## config.mk

```make
export PLATFORM = sky130hd
export DESIGN_NAME = wb_arbiter_n
export DESIGN_NICKNAME = d
export VERILOG_FILES = /design/src/rtl/wb_arbiter_n.sv
export SDC_FILE = /design/constraint.sdc
export NUM_CORES = 1
export LEC_CHECK = 0
export ABC_AREA = 1
export BUFFER_PORTS_ARGS = -buffer_cell sky130_fd_sc_hd__clkbuf_2
export CAP_MARGIN = 15
export CORE_AREA = 3 3 110 112
export CTS_CLUSTER_DIAMETER = 30
export DETAILED_ROUTE_END_ITERATION = 16
export DIE_AREA = 0 0 113 115
export PLACE_DENSITY_LB_ADDON = 0.12
export SLEW_MARGIN = 25
export SYNTH_ARGS = -nofsm -noshare
export SYNTH_HDL_FRONTEND = slang
export SYNTH_SLANG_ARGS = --single-unit
```

## constraint.sdc

```tcl
create_clock -name wb_clk -period 1.7 [get_ports wb_clk]
set_input_delay 0.34 -clock wb_clk [delete_from_list [all_inputs] [get_ports wb_clk]]
set_output_delay 0.34 -clock wb_clk [all_outputs]
set_load 0.005 [all_outputs]
```

## src/rtl/wb_arbiter_n.sv

```systemverilog
// wb_arbiter_n: N-master to 1-slave Wishbone classic arbiter for the shared
// cellram port. Fixed-priority or round-robin selection, release on ack,
// timeout or abandoned cycle, per-master timeout error and a post-reset
// strobe hold-off.
module wb_arbiter_n #(
  parameter int NUM_M    = 2,
  parameter int AW       = 32,
  parameter int DW       = 32,
  parameter int RR       = 0,
  parameter int TO_BITS  = 10,
  parameter int HOLD_CYC = 15
) (
  input  logic                    wb_clk,
  input  logic                    wb_rst,
  input  logic [NUM_M*AW-1:0]     m_adr_i,
  input  logic [NUM_M*DW-1:0]     m_dat_i,
  input  logic [NUM_M*DW/8-1:0]   m_sel_i,
  input  logic [NUM_M-1:0]        m_cyc_i,
  input  logic [NUM_M-1:0]        m_stb_i,
  input  logic [NUM_M-1:0]        m_we_i,
  output logic [DW-1:0]           m_dat_o,
  output logic [NUM_M-1:0]        m_ack_o,
  output logic [NUM_M-1:0]        m_err_o,
  output logic [NUM_M-1:0]        m_gnt_o,
  output logic [AW-1:0]           s_adr_o,
  output logic [DW-1:0]           s_dat_o,
  output logic [DW/8-1:0]         s_sel_o,
  output logic                    s_cyc_o,
  output logic                    s_stb_o,
  output logic                    s_we_o,
  input  logic [DW-1:0]           s_dat_i,
  input  logic                    s_ack_i
);

  localparam int IW = (NUM_M > 1) ? $clog2(NUM_M) : 1;
  localparam int SW = DW / 8;

  typedef enum logic {IDLE, BUSY} state_t;

  state_t               state_q;
  logic [IW-1:0]        gidx_q;
  logic [IW-1:0]        lidx_q;
  logic [TO_BITS-1:0]   tcnt_q;
  logic [7:0]           hcnt_q;

  logic [NUM_M-1:0]     req;
  logic [IW-1:0]        gidx_d;
  logic [NUM_M-1:0]     own_oh;
  logic                 own_cyc;
  logic                 own_stb;
  logic                 busy;
  logic                 to_hit;
  logic                 hold_done;

  // Lowest requesting index wins.
  function automatic logic [IW-1:0] pick_fixed(input logic [NUM_M-1:0] r);
    logic [IW-1:0] w;
    w = '0;
    for (int i = NUM_M - 1; i >= 0; i--) begin
      if (r[i +: 1] == 1'b1) w = IW'(i);
    end
    return w;
  endfunction

  // First requesting index after the last served one, wrapping at NUM_M.
  function automatic logic [IW-1:0] pick_rr(input logic [NUM_M-1:0] r,
                                            input logic [IW-1:0] last);
    logic [IW-1:0] w;
    logic          found;
    int            idx;
    w     = '0;
    found = 1'b0;
    for (int k = 1; k <= NUM_M; k++) begin
      idx = int'(last) + k;
      if (idx >= NUM_M) idx = idx - NUM_M;
      if (!found && (r[idx +: 1] == 1'b1)) begin
        w     = IW'(idx);
        found = 1'b1;
      end
    end
    return w;
  endfunction

  assign req       = m_cyc_i & m_stb_i;
  assign busy      = (state_q == BUSY);
  assign to_hit    = &tcnt_q;
  assign hold_done = (hcnt_q == 8'd0);
  assign gidx_d    = (RR != 0) ? pick_rr(req, lidx_q) : pick_fixed(req);

  // Route the owner's request fields to the slave and build its one-hot mask.
  always_comb begin
    s_adr_o = '0;
    s_dat_o = '0;
    s_sel_o = '0;
    s_we_o  = 1'b0;
    own_cyc = 1'b0;
    own_stb = 1'b0;
    own_oh  = '0;
    for (int i = 0; i < NUM_M; i++) begin
      if (gidx_q == IW'(i)) begin
        s_adr_o        = m_adr_i[i*AW +: AW];
        s_dat_o        = m_dat_i[i*DW +: DW];
        s_sel_o        = m_sel_i[i*SW +: SW];
        s_we_o         = m_we_i[i];
        own_cyc        = m_cyc_i[i];
        own_stb        = m_stb_i[i];
        own_oh[i]      = 1'b1;
      end
    end
  end

  assign s_cyc_o = busy & own_cyc;
  assign s_stb_o = busy & own_stb & hold_done;
  assign m_dat_o = s_dat_i;
  assign m_gnt_o = busy ? own_oh : '0;
  assign m_ack_o = (busy & s_ack_i) ? own_oh : '0;
  assign m_err_o = (busy & to_hit & ~s_ack_i) ? own_oh : '0;

  // Arbitration FSM with owner, last-served, timeout and hold-off counters.
  always_ff @(posedge wb_clk) begin
    if (wb_rst) begin
      state_q <= IDLE;
      gidx_q  <= '0;
      lidx_q  <= IW'(NUM_M - 1);
      tcnt_q  <= '0;
      hcnt_q  <= 8'(HOLD_CYC);
    end else begin
      if (!hold_done) hcnt_q <= hcnt_q - 8'd1;
      if (state_q == IDLE) begin
        if (|req) begin
          gidx_q  <= gidx_d;
          state_q <= BUSY;
        end
        if (s_ack_i) tcnt_q <= '0;
      end else begin
        if (s_ack_i || to_hit || !own_cyc) begin
          state_q <= IDLE;
          lidx_q  <= gidx_q;
          tcnt_q  <= '0;
        end else if (s_cyc_o && s_stb_o) begin
          tcnt_q <= tcnt_q + 1'b1;
        end
      end
    end
  end

endmodule
```

==> results of run 1 <==
[per-layer routing]
layer  up-vias  wire length (um)  track usage, %
li1       1683                 -               -
met1      1370              4122           17.87
met2       131              5123           24.57
met3        10              1076           4.895
met4         2                72           2.244
met5         -                13               0
[logic make-up (layout without fill, tap and decap cells)]
kind of cell,Yosys count,in the layout,synth area share (%)
AND/OR/NAND/NOR,308,308,54.59
adder cells (fa/ha/maj),3,3,1.648
buffers and inverters,78,274,18.51
flip-flops,20,20,17.57
XOR/XNOR,5,5,1.922
AO/OA/AOI/OAI,22,22,5.766
[registers in the layout (all words and copies together) (netlist names)]
register,count
hcnt_q,8
busy,1
tcnt_q,10
gidx_q,1
[area by class of cell]
| cell class | instances | area (um^2) |
|---|---|---|
| Clock buffer | 3 | 75.07 |
| Clock inverter | 1 | 30.03 |
| Inverter | 28 | 107.6 |
| Timing Repair Buffer | 242 | 1313 |
| Fill cell | 1294 | 7650 |
| Sequential cell | 20 | 411.6 |
| Tap cell | 143 | 178.9 |
| Multi-Input combinational cell | 338 | 1555 |
[stage by stage]
step / instance area [um^2] / total power, uW
floorplan: 2278 / 872.8
global placement: 3366 / 1232
detailed placement: 3366 / 1230
CTS: 3586 / 1904
global route: 3671 / 2025
finish: 3671 / 1895
[worst register-to-register path: cells and delay by family, from the launching register on]
kind / cells / cell delay (ns)
AOI/OAI and AO/OA: 2 / 0.18
adders and majority gates: 1 / 0.15
buffers and inverters: 4 / 0.41
DFF: 1 / 0.35
and+or+nand+nor: 5 / 0.39
[path summary, 6_finish.rpt]
kind | from | to | slack (ns) | depth (start not counted)
setup / recovery | tcnt_q[0] | m_err_o[1] | -0.03 | 8
hold / removal | wb_rst | busy | 0.32 | 2
hold reg to reg | tcnt_q[4] | tcnt_q[4] | 0.46 | 2
setup reg to reg | tcnt_q[0] | tcnt_q[8] | 0.12 | 12
[power by group through the flow]
stage               Combinational [uW]  Sequential (uW)  Clock, uW
floorplan                          362              511          0
global placement                   717              515          0
detailed placement                 714              516          0
CTS                                728              510        665
global route                       825              515        685
finish                             730              512        653
[what timing repair did]
action / 4_1_cts / 5_1_grt
setup buffers: 7 / 1
endpoints found under the setup margin: 6 / 46
gates resized for setup: 17 / 29
pin swaps: 5 / 10
hold buffers: 0 / 0
[layout by cell type, fill, tap and decap left out, types with 3 or more instances in the layout]
| master | netlist | layout |
|---|---|---|
| nor2_4 | 1 | 3 |
| nand3_1 | 19 | 15 |
| dfxtp_1 | 20 | 13 |
| nor3_1 | 3 | 3 |
| nor2_1 | 27 | 24 |
| o21ai_0 | 8 | 7 |
| xnor2_1 | 3 | 3 |
| inv_1 | 25 | 21 |
| inv_2 | 3 | 6 |
| dfxtp_2 | 0 | 6 |
| nand2_1 | 247 | 242 |
| clkbuf_2 | 0 | 220 |
| a21oi_1 | 9 | 8 |
| buf_12 | 0 | 3 |
| a21oi_2 | 2 | 3 |
| buf_4 | 32 | 16 |
| nand3_2 | 2 | 5 |
| clkbuf_16 | 0 | 3 |
| nor2_2 | 2 | 3 |
| nand2_2 | 2 | 5 |
==> flow_metrics.env, run 1 <==
export IMPL_max_cap_violations=0
export IMPL_dr_total_vias=3196
export IMPL_clk_insertion_delay_late_ns=0.25
export IMPL_swShare_pct=31.16
export IMPL_skew_ns=0.001396
export IMPL_dp_hpwl_mm=8.836
export IMPL_cts_buffers=3
export IMPL_timing_final_hold_violations=0
export IMPL_violations="negative setup slack"
export IMPL_powerDensity_nw_per_um2=516.3
export IMPL_worstMarginPinSlew_ns=0.3918
export IMPL_tns_ns=-0.04788
export IMPL_seq_area_frac_synth_pct=17.57
export IMPL_die_height_um=115
export IMPL_p_seq_share_pct=27.0
export IMPL_setup_ws_ns=-0.02791
export IMPL_wl_per_cell_um=13.43
export IMPL_clockBufferDepth=2
export IMPL_crit_chain="ha_4 > nand2_4 > nor2_4 > nand3b_4 > inv_4 > nand3_4 > nor2_1 > buf_2"
export IMPL_rows=39
export IMPL_postRouteAntennaNets=0
export IMPL_chipWidth_um=113
export IMPL_grt_pass1_vias=2860
export IMPL_drcViolationCount=0
export IMPL_p_int_uw=1305
export IMPL_yosys_top_cells_count="nand2_1 (247), buf_4 (32), nor2_1 (27)"
export IMPL_synth_ff_latch_count=20
export IMPL_grt_pass1_wl_mm=15.28
export IMPL_worst_path_buf_inv=2
export IMPL_pwr_share_comb_pct=38.5
export IMPL_cts_tree="yes"
export IMPL_drt_iter0_markers=234
export IMPL_crit_path_max_incr_delay_ns=0.35
export IMPL_rsz0062_at_grt="yes"
export IMPL_fin_cells=775
export IMPL_min_period_ns=1.728
export IMPL_dr_pass1_iters=4
export IMPL_clockRootBuffer="clkbuf_16"
export IMPL_yosysMostFrequentCell="nand2_1"
export IMPL_crit_path_start_kind="flop"
export IMPL_synth_ff_type="dfxtp_1"
export IMPL_post_place_ws_ns=0.07744
export IMPL_io_pins=286
export IMPL_syn_area_um2=2278
export IMPL_routed_wl_mm=10.41
export IMPL_clock_fmax_mhz=578.7
export IMPL_power_switching_uw=590.7
export IMPL_hold_ws_ns=0.3223
export IMPL_area_delta_synth_final_pct=61.12
export IMPL_yosys_warnings=0
export IMPL_avgSynthCellArea_um2=5.226
export IMPL_layout_nets=813
export IMPL_synthCells=436
export IMPL_hp_class="input pin to flop"
export IMPL_utilization_pct=32.43
export IMPL_antenna_found_initial=1
export IMPL_synthArstFlopShare_pct=0
export IMPL_worst_setup_path_type="flop to output port"
export IMPL_synth_area_leaders="nand2_1 (41%), dfxtp_1 (18%), buf_4 (11%), nor2_1 (4.4%), nand3_1 (4.2%)"
export IMPL_die_area_um2=13000
export IMPL_critPathCaptureType="output port"
export IMPL_initial_utilization_pct=20.13
export IMPL_worst_path_max_delay_cell="dfxtp_2"
export IMPL_worstPathArrival_ns=1.39
export IMPL_core_um2=11320
export IMPL_synth_largest_area_cell="nand2_1"
export IMPL_max_slew_margin_rel_pct=73.85
export IMPL_synth_edf_count=0
export IMPL_overflow=0
export IMPL_crit_family="simple AND/OR/NAND/NOR gates"
export IMPL_ys_types=29
export IMPL_post_route_period_util_pct=101.6
export IMPL_viasPerCell=4.124
export IMPL_placedCellCount=764
export IMPL_critical_path_max_fanout=2
export IMPL_clock_sinks=20
export IMPL_grt_max_degree=38
export IMPL_setup_viol=2
export IMPL_max_vdd_ir_drop_v=0.0002650
export IMPL_finalMaxSlewViolations=0
export IMPL_io_buffers=221
export IMPL_status="finished with violations"
export IMPL_grt_usage_pct=14.35
export IMPL_leakagePower_uw=0.002265
export IMPL_critPathRequiredTime_ns=1.36
export IMPL_pwr_share_clk_pct=34.4
export IMPL_syn_num_nets=616
export IMPL_antenna_cells=0
export IMPL_htreeDepth=1
export IMPL_yosysTopAreaCellShare_pct=40.69
export IMPL_clk_pin_slew_worst_paths_ns=0.06
export IMPL_gp_congestion=0.8259
export IMPL_drive_gt1_share_pct=45.57
Note: power is estimated with default switching activity, not from simulation.
==> inputs of run 2 (changes only) <==
--- a/config.mk
+++ b/config.mk
@@ -12,7 +12,6 @@
 export CTS_CLUSTER_DIAMETER = 30
 export DETAILED_ROUTE_END_ITERATION = 16
 export DIE_AREA = 0 0 113 115
-export PLACE_DENSITY_LB_ADDON = 0.12
 export SLEW_MARGIN = 25
 export SYNTH_ARGS = -nofsm -noshare
 export SYNTH_HDL_FRONTEND = slang
==> flow_metrics.env, run 2 (synthesis gave the netlist of run 1 again) <==
export IMPL_chipWidth_um=113
export IMPL_powerDensity_nw_per_um2=497.6
export IMPL_gp_congestion=0.8686
export IMPL_max_vdd_ir_drop_v=0.0003146
export IMPL_dp_hpwl_mm=9.252
export IMPL_dr_total_vias=3301
export IMPL_worstMarginPinSlew_ns=0.4336
export IMPL_layout_nets=813
export IMPL_crit_chain="ha_4 > nand2_4 > nor2_4 > nand3b_4 > inv_2 > nand3_2 > nor2_1 > buf_2"
export IMPL_clock_sinks=20
export IMPL_reg2regPathDepth=12
export IMPL_initial_utilization_pct=20.13
export IMPL_clockRootBuffer="clkbuf_16"
export IMPL_htreeDepth=1
export IMPL_drcViolationCount=0
export IMPL_hp_class="input pin to flop"
export IMPL_clk_pin_slew_worst_paths_ns=0.06
export IMPL_power_uw=1834
export IMPL_drt_iter0_markers=222
export IMPL_setup_viol=2
export IMPL_crit_end="m_err_o[0]"
export IMPL_largest_reg_flops=10
export IMPL_final_common_cell="nand2_1"
export IMPL_rows=39
export IMPL_worstPathArrival_ns=1.40
export IMPL_finalMaxSlewViolations=0
export IMPL_rsz0062_at_grt="yes"
export IMPL_max_slew_margin_rel_pct=71.06
export IMPL_dr_pass1_iters=4
export IMPL_antenna_cells=0
export IMPL_critical_path_max_fanout=2
export IMPL_postRouteAntennaNets=0
export IMPL_cts_tree="yes"
export IMPL_clock_fmax_mhz=575.1
export IMPL_io_buffers=221
export IMPL_layout_common_cells="nand2_1 (241), clkbuf_2 (220), nor2_1 (23), inv_1 (21)"
export IMPL_largest_register="tcnt_q"
export IMPL_antenna_found_initial=0
export IMPL_clockBufferDepth=2
export IMPL_max_cap_violations=0
export IMPL_cp_depth=8
export IMPL_drive_gt1_share_pct=45.73
export IMPL_clk_insertion_delay_late_ns=0.26
export IMPL_routed_wl_mm=11.37
export IMPL_crit_path_start_kind="flop"
export IMPL_critPathCaptureType="output port"
export IMPL_setup_ws_ns=-0.03872
export IMPL_placedCellCount=762
export IMPL_skew_ns=0.005518
export IMPL_grt_pass1_vias=2921
export IMPL_post_route_period_util_pct=102.3
export IMPL_io_pins=286
export IMPL_status="finished with violations"
export IMPL_top_regs="tcnt_q (10), hcnt_q (8)"
export IMPL_worst_path_max_delay_cell="dfxtp_2"
export IMPL_r2r_slack_ns=0.07
export IMPL_critPathRequiredTime_ns=1.36
export IMPL_leakagePower_uw=0.002285
export IMPL_die_area_um2=13000
export IMPL_crit_family="simple AND/OR/NAND/NOR gates"
export IMPL_min_period_ns=1.739
export IMPL_worst_setup_path_type="flop to output port"
export IMPL_wl_per_cell_um=14.67
export IMPL_reg2reg_to="tcnt_q[8]"
export IMPL_crit_path_max_incr_delay_ns=0.35
export IMPL_timing_final_hold_violations=0
export IMPL_r2r_start="tcnt_q[0]"
export IMPL_overflow=0
export IMPL_crit_path_start="tcnt_q[0]"
export IMPL_area_delta_synth_final_pct=61.78
export IMPL_grt_pass1_wl_mm=16.11
export IMPL_hold_ws_ns=0.3517
export IMPL_violations="negative setup slack"
export IMPL_cts_buffers=3
export IMPL_core_um2=11320
export IMPL_worst_path_buf_inv=2
export IMPL_grt_usage_pct=16.01
export IMPL_viasPerCell=4.259
export IMPL_fin_cells=775
export IMPL_die_height_um=115
export IMPL_grt_max_degree=43
==> run 2: changes by cell type in the layout (fill, tap and decap cells not counted), moves of 2 or more <==
cell     change
dfxtp_1      +2
dfxtp_2      -3
a21oi_1      -2
nor2_2       +2
a21oi_2      +2
==> run 2: cell type report <==
type | count | area (um^2)
fillers | 1297 | 7635
multi-input cells | 338 | 1556
repair buffers | 242 | 1338
flip-flops and latches | 20 | 411.6
well taps | 143 | 178.9
inverters | 28 | 112.6
clock buffers | 4 | 88.84
==> run 2: how the worst min path moves through the flow <==
stage / endpoint / slack, ns / startpoint / cells past startpoint
after global placement: tcnt_q[4] / 0.44 / tcnt_q[4] / 2
after detailed placement: tcnt_q[4] / 0.44 / tcnt_q[4] / 2
after floorplan: busy / 0.41 / wb_rst / 1
after global routing: busy / 0.36 / wb_rst / 2
final: busy / 0.35 / wb_rst / 2
after CTS: busy / 0.34 / wb_rst / 2
==> run 2: where the power goes <==
group          internal, uW  switching [uW]
sequential              488            23.2
clock                   359             189
combinational           364             411
total                  1210             623
==> run 2: through the flow <==
stage	setup slack, ns	util, %	cell area [um^2]	setup TNS [ns]
finish	-0.03872	32.56	3686	-0.07356
global route	-0.1060	32.56	3686	-0.2305
CTS	-0.001655	31.90	3611	-0.001655
detailed placement	0.1054	29.60	3351	0
global placement	0.1465	29.60	3351	0
floorplan	0.1576	-	2278	0
==> run 2: worst register-to-register path: stages (launching register included) <==
cell     delay [ns]
dfxtp_2        0.35
ha_4           0.15
nand2_4        0.06
nor2_4         0.15
buf_4          0.13
buf_4          0.09
buf_4          0.09
buf_4          0.12
nand2_1        0.07
o21ai_2        0.13
nand3_2        0.08
nand2_1        0.08
a21oi_2        0.03
==> run 2: repair_timing <==
| action | CTS | global route |
|---|---|---|
| pin swaps | 4 | 8 |
| gates resized for setup | 15 | 31 |
| hold buffers | 0 | 0 |
| setup endpoints to repair | 50 | 70 |
| buffers inserted | 7 | 2 |
| cloned | 2 | 0 |
==> run 2: metal layers <==
metal	global-route usage, %	up-vias	wire length [um]
li1	-	1685	-
met1	20.37	1421	4560
met2	23.74	182	4948
met3	8.947	13	1672
met4	3.526	0	193
met5	0	-	0
==> inputs of run 3 (changes only) <==
==> constraint.sdc (replaced) <==
create_clock -name wb_clk -period 1.7 [get_ports wb_clk]
set_input_delay 0.34 -clock wb_clk [delete_from_list [all_inputs] [get_ports wb_clk]]
set_output_delay 0.34 -clock wb_clk [all_outputs]
set_load 0.02 [all_outputs]
==> flow_metrics.env, run 3 (synthesis gave the netlist of run 1 again) <==
export IMPL_max_vdd_ir_drop_v=0.0002912
export IMPL_io_pins=286
export IMPL_dr_total_vias=3208
export IMPL_grt_max_degree=38
export IMPL_hold_buffers=0
export IMPL_initial_utilization_pct=20.13
export IMPL_die_height_um=115
export IMPL_setup_ws_ns=-0.04938
export IMPL_cp_depth=8
export IMPL_hp_class="input pin to flop"
export IMPL_finalMaxSlewViolations=0
export IMPL_final_common_cell="nand2_1"
export IMPL_rows=39
export IMPL_status="finished with violations"
export IMPL_cts_tree="yes"
export IMPL_grt_usage_pct=16.04
export IMPL_dp_hpwl_mm=9.681
export IMPL_wl_per_cell_um=15.44
export IMPL_post_route_period_util_pct=102.9
export IMPL_utilization_pct=32.94
export IMPL_crit_end="m_err_o[1]"
export IMPL_clockRootBuffer="clkbuf_16"
export IMPL_pwr_share_comb_pct=47.8
export IMPL_overflow=0
export IMPL_reg2regPathDepth=10
export IMPL_routed_wl_mm=11.97
export IMPL_postRouteAntennaNets=0
export IMPL_largest_reg_flops=10
export IMPL_power_switching_uw=816.1
export IMPL_grt_pass1_wl_mm=16.10
export IMPL_swShare_pct=39.82
export IMPL_max_slew_margin_rel_pct=73.34
export IMPL_power_uw=2050
export IMPL_viasPerCell=4.139
export IMPL_antenna_found_initial=0
export IMPL_r2r_start="tcnt_q[0]"
export IMPL_fin_area_um2=3729
export IMPL_placed_area_um2=3376
export IMPL_whs_path_depth=2
export IMPL_worst_setup_path_type="flop to output port"
export IMPL_rsz0062_at_grt="yes"
export IMPL_max_cap_violations=0
export IMPL_crit_path_start="tcnt_q[0]"
export IMPL_crit_family="simple AND/OR/NAND/NOR gates"
export IMPL_top_regs="tcnt_q (10), hcnt_q (8)"
export IMPL_layout_common_cells="nand2_1 (241), clkbuf_2 (211), nor2_1 (24), inv_1 (21)"
export IMPL_clockBufferDepth=2
export IMPL_clock_fmax_mhz=571.6
export IMPL_timing_final_hold_violations=0
export IMPL_critPathRequiredTime_ns=1.36
export IMPL_crit_path_max_incr_delay_ns=0.35
export IMPL_r2r_slack_ns=0.11
export IMPL_powerDensity_nw_per_um2=549.7
export IMPL_htreeDepth=1
export IMPL_crit_chain="ha_4 > nand2_4 > nor2_4 > nand3b_4 > inv_2 > nand3_2 > nor2_1 > buf_4"
export IMPL_p_int_uw=1233
export IMPL_drt_iter0_markers=229
export IMPL_setup_viol=2
export IMPL_tns_ns=-0.09088
export IMPL_violations="negative setup slack"
export IMPL_chipWidth_um=113
export IMPL_drcViolationCount=0
export IMPL_p_seq_share_pct=25.2
export IMPL_gp_congestion=0.8722
export IMPL_grt_pass1_vias=2834
export IMPL_area_delta_synth_final_pct=63.65
export IMPL_cts_buffers=3
export IMPL_reg2reg_to="tcnt_q[7]"
export IMPL_critPathCaptureType="output port"
export IMPL_critical_path_max_fanout=2
export IMPL_dr_pass1_iters=4
export IMPL_worstPathArrival_ns=1.41
export IMPL_worst_path_buf_inv=2
export IMPL_leakagePower_uw=0.002271
export IMPL_clk_insertion_delay_late_ns=0.26
export IMPL_worst_path_max_delay_cell="dfxtp_2"
export IMPL_min_period_ns=1.749
export IMPL_skew_ns=0.003218
export IMPL_pwr_share_clk_pct=27.0
export IMPL_core_um2=11320
export IMPL_die_area_um2=13000
export IMPL_largest_register="tcnt_q"
export IMPL_clk_pin_slew_worst_paths_ns=0.06
export IMPL_io_buffers=221
export IMPL_clock_sinks=20
export IMPL_worstMarginPinSlew_ns=0.3994
export IMPL_layout_nets=812
export IMPL_drive_gt1_share_pct=44.69
export IMPL_crit_path_start_kind="flop"
## run 3: cell types whose count changed in the layout (fill, tap and decap cells not counted), sizes merged
cell	before	now
bufbuf	1	0
clkbuf	224	219
diode	0	1
buf	21	26
## run 3: power by group through the flow
stage | clock, uW | sequential [uW] | combinational, uW
after floorplan | 0 | 511 | 594
after global placement | 0 | 518 | 931
after detailed placement | 0 | 519 | 928
after CTS | 565 | 512 | 943
after global routing | 582 | 520 | 1070
final | 553 | 517 | 980
## run 3: metrics by stage
step                worst slack [ns]  std cells  hold WS [ns]
floorplan                   -0.02631        436        0.4091
global placement              0.1084        762        0.4462
detailed placement           0.07695        762        0.4435
CTS                         -0.05712        770        0.3421
global route                 -0.1196        774        0.3558
finish                      -0.04938        775        0.3365
## run 3: worst min-delay path by stage
| stage | start | endpoint |
|---|---|---|
| after floorplan | wb_rst | busy |
| after global placement | tcnt_q[4] | tcnt_q[4] |
| after detailed placement | tcnt_q[4] | tcnt_q[4] |
| after CTS | wb_rst | gidx_q |
| after global routing | wb_rst | gidx_q |
| final | wb_rst | gidx_q |
## run 3: layout make-up
class                           instances  area (um^2)
Fill cell                            1244         7592
Timing Repair Buffer                  241         1405
Sequential cell                        20        411.6
Antenna cell                            1        2.502
Tap cell                              143        178.9
Inverter                               28        112.6
Clock buffer                            4        88.84
Multi-Input combinational cell        338         1529
## run 3: layer usage
layer / vias up / wire, um / GRT usage [%]
li1: 1682 / - / -
met3: 7 / 1284 / 5.158
met1: 1353 / 5508 / 23.58
met5: - / 0 / 0
met4: 0 / 84 / 2.644
met2: 166 / 5088 / 23.14
## run 3: what timing repair did
action                                  4_1_cts  5_1_grt
pin swaps                                     4        6
gates resized for setup                      24       36
cloned                                        0        3
setup buffers                                 4        1
endpoints found under the setup margin       11       27
## run 3: worst register-to-register path: stages (launching register included)
cell      delay, ns
dfxtp_2        0.35
ha_4           0.15
nand2_4        0.06
nor2_4         0.14
nand3b_4       0.09
buf_4          0.13
buf_4          0.16
nand3_4        0.08
nand2_2        0.10
o21ai_0        0.17
nor2_1         0.05
